===== src/rtl/toggle_bank.sv =====
//============================================================================
// Module   : toggle_bank
// Purpose  : Multi-channel rate divider. Each channel counts its own
//            qualified `ready` cycles against one shared, loadable period.
//            At every period boundary the channel either toggles `out`
//            (toggle mode) or drives a one-cycle pulse on `out` (pulse mode),
//            and raises `done`.
// Ports    : clock     - system clock, rising edge
//            reset     - asynchronous active-low reset
//            ready     - per-channel advance qualifier
//            load      - latches period_in / mode_in, clears all counters
//            period_in - event period in qualified cycles (0 behaves as 1)
//            mode_in   - 0 = toggle, 1 = pulse
//            done_ack  - per-channel done acknowledge (sticky build only)
//            out       - per-channel toggle/pulse output, registered
//            done      - per-channel event flag, registered
//            busy      - any channel counter non-zero, registered
// Options  : TOGGLE_BANK_STICKY_DONE_EN - when defined, done[i] holds until
//            acknowledged through done_ack[i].
// Revision : 1.0 - initial release
//============================================================================
`default_nettype none

module toggle_bank #(
  parameter int CHANNELS = 4,
  parameter int CNT_W    = 8
) (
  input  logic                clock,
  input  logic                reset,
  input  logic [CHANNELS-1:0] ready,
  input  logic                load,
  input  logic [CNT_W-1:0]    period_in,
  input  logic                mode_in,
`ifdef TOGGLE_BANK_STICKY_DONE_EN
  input  logic [CHANNELS-1:0] done_ack,
`endif
  output logic [CHANNELS-1:0] out,
  output logic [CHANNELS-1:0] done,
  output logic                busy
);

  localparam logic [CNT_W-1:0] C_ONE         = CNT_W'(1);
  localparam logic [0:0]       C_MODE_TOGGLE = 1'b0;
  localparam logic [0:0]       C_MODE_PULSE  = 1'b1;

  logic [CNT_W-1:0]    r_period;
  logic [0:0]          r_mode;
  logic [CNT_W-1:0]    r_count [CHANNELS];
  logic [CHANNELS-1:0] r_out;
  logic [CHANNELS-1:0] r_done;
  logic                r_busy;

  logic [CNT_W-1:0]    w_count_nxt [CHANNELS];
  logic [CHANNELS-1:0] w_fire;
  logic [CHANNELS-1:0] w_nonzero;
  logic [CHANNELS-1:0] w_out_nxt;
  logic [CHANNELS-1:0] w_done_nxt;
  logic [CNT_W-1:0]    w_last;
  logic [CNT_W-1:0]    w_period_sat;

  // Terminal count; r_period is never 0, so this never underflows.
  assign w_last       = r_period - C_ONE;
  assign w_period_sat = (period_in == '0) ? C_ONE : period_in;

  // Per-channel counter next state and event detection. A load cycle
  // suppresses every event and forces all counters back to 0.
  always_comb begin
    w_fire    = '0;
    w_nonzero = '0;
    for (int i = 0; i < CHANNELS; i++) begin
      w_fire[i] = !load && ready[i] && (r_count[i] == w_last);
      if (load) begin
        w_count_nxt[i] = '0;
      end else if (ready[i]) begin
        w_count_nxt[i] = w_fire[i] ? '0 : (r_count[i] + C_ONE);
      end else begin
        w_count_nxt[i] = r_count[i];
      end
      w_nonzero[i] = (w_count_nxt[i] != '0);
    end
  end

  // Output and flag next state.
  always_comb begin
    w_out_nxt  = r_out;
    w_done_nxt = '0;
    if (load) begin
      // Toggle levels survive a reload; pulse outputs are dropped.
      w_out_nxt = (r_mode == C_MODE_PULSE) ? '0 : r_out;
    end else begin
      if (r_mode == C_MODE_PULSE) begin
        w_out_nxt = w_fire;
      end else begin
        w_out_nxt = r_out ^ w_fire;
      end
`ifdef TOGGLE_BANK_STICKY_DONE_EN
      // A new event wins over a simultaneous acknowledge.
      w_done_nxt = w_fire | (r_done & ~done_ack);
`else
      w_done_nxt = w_fire;
`endif
    end
  end

  always_ff @(posedge clock or negedge reset) begin
    if (!reset) begin
      r_period <= C_ONE;
      r_mode   <= C_MODE_TOGGLE;
      r_out    <= '0;
      r_done   <= '0;
      r_busy   <= 1'b0;
      for (int i = 0; i < CHANNELS; i++) begin
        r_count[i] <= '0;
      end
    end else begin
      if (load) begin
        r_period <= w_period_sat;
        r_mode   <= mode_in;
      end
      r_out  <= w_out_nxt;
      r_done <= w_done_nxt;
      // Built from next-state counters so busy drops on the wrap edge itself.
      r_busy <= |w_nonzero;
      for (int i = 0; i < CHANNELS; i++) begin
        r_count[i] <= w_count_nxt[i];
      end
    end
  end

  assign out  = r_out;
  assign done = r_done;
  assign busy = r_busy;

endmodule

`default_nettype wire


===== config.mk =====
export PLATFORM = sky130hd
export DESIGN_NAME = toggle_bank
export DESIGN_NICKNAME = d
export VERILOG_FILES = /design/src/rtl/toggle_bank.sv
export SDC_FILE = /design/constraint.sdc
export NUM_CORES = 1
export LEC_CHECK = 0
export CAP_MARGIN = 10
export CORE_MARGIN = 2
export CORE_UTILIZATION = 59
export DETAILED_ROUTE_END_ITERATION = 8
export MAX_ROUTING_LAYER = met4
export PLACE_DENSITY = 0.77
export SKIP_CTS_REPAIR_TIMING = 1
export SLEW_MARGIN = 20
export SYNTH_ARGS = -nofsm -noshare
export SYNTH_HDL_FRONTEND = slang
export SYNTH_SLANG_ARGS = --single-unit

===== constraint.sdc =====
create_clock -name clock -period 3.2 [get_ports clock]
set_input_delay 0.96 -clock clock [delete_from_list [all_inputs] [get_ports clock]]
set_output_delay 0.96 -clock clock [all_outputs]
set_load 0.02 [all_outputs]

==> flow_summary.ini <==
[floorplan]
fp.dieH_um = 80.7
dieWidth_um = 80.7
dieArea_mm2 = 0.00651
core_mm2 = 0.00561
rows = 27
floorplan.initialDensity = 0.619
pin_count = 25

[synth]
synth_seq_cells = 50
yosys_warnings = 0
synth_cell_types = 53
async_flop_share = 1.00
ys_seq_area_frac = 0.361
syn_nets = 393
syn_avg_cell_area_um2 = 9.33
synth_edf_count = 0
synth_area_mm2 = 0.00347
syn-instance-count = 372
ys.flop_type = dfrtp_1

[drt]
drc = 0
routed_wirelength_um = 7230
drtIter0Drc = 193
avgViaCountPerCell = 5.77
wl_per_cell_um = 15.7
ant_nets = 0
dr.pass1.iters = 4
vias = 2665

[global_routing]
first_global_vias = 2397
grt-ovfl-total = 0
grt_most_used_layer = met2
antenna_found_initial = 0
grt_pass1_wl_um = 12000
grt_usage = 0.249
grt_use_met1 = 0.352
use_met3 = 0.0404
met2_usage = 0.378
grt_max_degree = 51

[clocking]
root_buffer = clkbuf_8
tritoncts = done
clkLatencyLatePin_ns = 0.30
clock_sinks = 50
htreeDepth = 2
path_clk_slew_ns = 0.09
cts_buffer_depth = 2
numCtsBuffers = 5

[final_layout]
final_layout_size_suffix_gt1_frac = 0.105
n_antenna_cell = 0
stdcell_count = 462
syn_to_final_growth_pct = 11.9
fin_nets = 411

[timing]
rsz0062_at_grt = no
finalHoldViolCount = 0
holdWs_ns = 0.557
tightest_slew_ns = 0.717
max_freq_mhz = 368
post-route-min-period_ns = 2.71
slew_violations = 0
fin_crit_sh = 0.848
max_slew_margin = 0.522
skew_ns = 0.00579
finalSetupViolations = 0
finalSetupTns_ns = 0

[setup_path]
setup.worst_path.class = input port to flop
cp_max_fo = 8
cp.required_ns = 3.39
start_kind = input port
crit_arrival_ns = 2.90
critPathCaptureType = flop

[place]
dp_cells = 455
gp_congestion = 0.858
hpwlAfterDp_um = 5110
io_buffer_count = 24

[outcome]
outcome = completed

[flow_run]
cap_violations = 0

[power_and_ir_drop]
ir_drop_mv = 0.257
power_leakage_nw = 1.65
cellPowerDensity_mw_per_mm2 = 374

[min_path]
hp-class = flop to flop
==> layer usage <==
| metal | wire length [um] | vias to the layer above |
|---|---|---|
| li1 | - | 1311 |
| met3 | 267 | 5 |
| met4 | 62 | 0 |
| met5 | 0 | - |
| met2 | 3410 | 57 |
| met1 | 3490 | 1292 |
==> through the flow <==
stage | cell area (um^2) | setup slack, ns | total power (W) | util
final | 3880 | 0.485 | 0.00145 | 0.692
after global routing | 3880 | 0.346 | 0.00153 | 0.692
after CTS | 3880 | 0.485 | 0.00147 | 0.692
after detailed placement | 3770 | 0.160 | 0.00101 | 0.672
after global placement | 3770 | 0.213 | 0.00100 | 0.672
after floorplan | 3470 | 0.518 | 0.000923 | -
==> sequential cells by signal, summed over array words and instances, names as in the netlist <==
name / cells
out: 4
r_mode: 1
r_period: 8
done: 4
r_count: 32
busy: 1
==> Yosys cell counts (2+ instances only) <==
| cell | instances | share of area |
|---|---|---|
| buf_2 | 8 | 0.012 |
| o31ai_2 | 2 | 0.0072 |
| ha_1 | 5 | 0.018 |
| and3_1 | 6 | 0.011 |
| a311oi_1 | 2 | 0.0050 |
| nor4_1 | 4 | 0.0072 |
| mux2i_1 | 6 | 0.017 |
| a31oi_1 | 8 | 0.014 |
| or3_1 | 2 | 0.0036 |
| nor2_1 | 46 | 0.050 |
| and4_1 | 5 | 0.013 |
| nand4_1 | 11 | 0.020 |
| dfrtp_1 | 49 | 0.35 |
| clkbuf_1 | 14 | 0.015 |
| nand2_1 | 26 | 0.028 |
| nand3b_1 | 2 | 0.0043 |
| xnor3_1 | 5 | 0.032 |
| xor2_1 | 37 | 0.093 |
| inv_1 | 8 | 0.0087 |
| o21ai_0 | 7 | 0.010 |
| buf_6 | 2 | 0.0065 |
| mux2_2 | 7 | 0.023 |
| xnor2_1 | 35 | 0.088 |
| o41ai_4 | 2 | 0.016 |
| nand3_1 | 8 | 0.012 |
| o31ai_1 | 3 | 0.0065 |
| nor2b_1 | 2 | 0.0036 |
| o22ai_1 | 2 | 0.0036 |
| nor3_1 | 16 | 0.023 |
| a21oi_1 | 10 | 0.014 |
| nand2b_1 | 10 | 0.018 |
==> where the power goes <==
part / internal [W] / switching, W
clock: 0.000250 / 0.000201
sequential: 0.000656 / 0.0000543
combinational: 0.000146 / 0.000142
total: 0.00105 / 0.000398
==> layout make-up <==
cell class              instances  area [um^2]
clock inverters                 1         30.0
repair buffers                 38          340
multi-input cells             286         2050
well taps                      72         90.1
flip-flops and latches         50         1250
inverters                       9         33.8
fillers                       454         1730
clock buffers                   6         82.6
==> worst max-delay path, cell delays in order <==
cell	delay, ns
clkdlybuf4s50_1	0.63
nand4_1	0.21
nor2_1	0.24
and3_1	0.22
nand3_1	0.08
o31ai_1	0.07
a31oi_1	0.13
or3_1	0.35
==> final timing paths <==
| check | slack [ns] | start | cells after the start | end |
|---|---|---|---|---|
| hold reg to reg | 0.56 | out[2]$_DFFE_PN0P_ | 2 | out[2]$_DFFE_PN0P_ |
| setup reg to reg | 0.50 | r_period[0]$_DFFE_PN1P_ | 9 | busy$_DFF_PN0_ |
| setup / recovery | 0.49 | ready[2] | 8 | busy$_DFF_PN0_ |
| hold / removal | 0.56 | out[2]$_DFFE_PN0P_ | 2 | out[2]$_DFFE_PN0P_ |
| min in group asynchronous | 0.76 | reset | 2 | r_count[18]$_DFF_PN0_ |
| max in group asynchronous | 2.02 | reset | 2 | r_count[15]$_DFF_PN0_ |
==> kinds of logic after synthesis <==
kind of cell	Yosys count	share of synthesized area
simple gates	145	0.217
xor+xnor	77	0.214
flops	50	0.361
compound gates	45	0.0984
buf+inv	36	0.0476
mux	14	0.0443
fa+ha+maj	5	0.0180
==> cell usage in the layout, fill, tap and decap left out, types with 3 or more instances in the layout <==
cell,n
nand2b_1,10
clkdlybuf4s50_1,23
xnor2_1,35
a31oi_1,8
nor3_1,16
inv_1,8
xor2_1,37
nand3_1,8
dfrtp_1,49
nor4_1,4
ha_1,5
and3_1,6
nand4_1,11
o21ai_0,7
xnor3_1,5
nand2_1,26
clkbuf_8,6
mux2_2,7
mux2i_1,6
o31ai_1,3
a21oi_1,10
and4_1,5
nor2_1,46
buf_4,14
No activity file was read; power rests on OpenSTA's default activity.
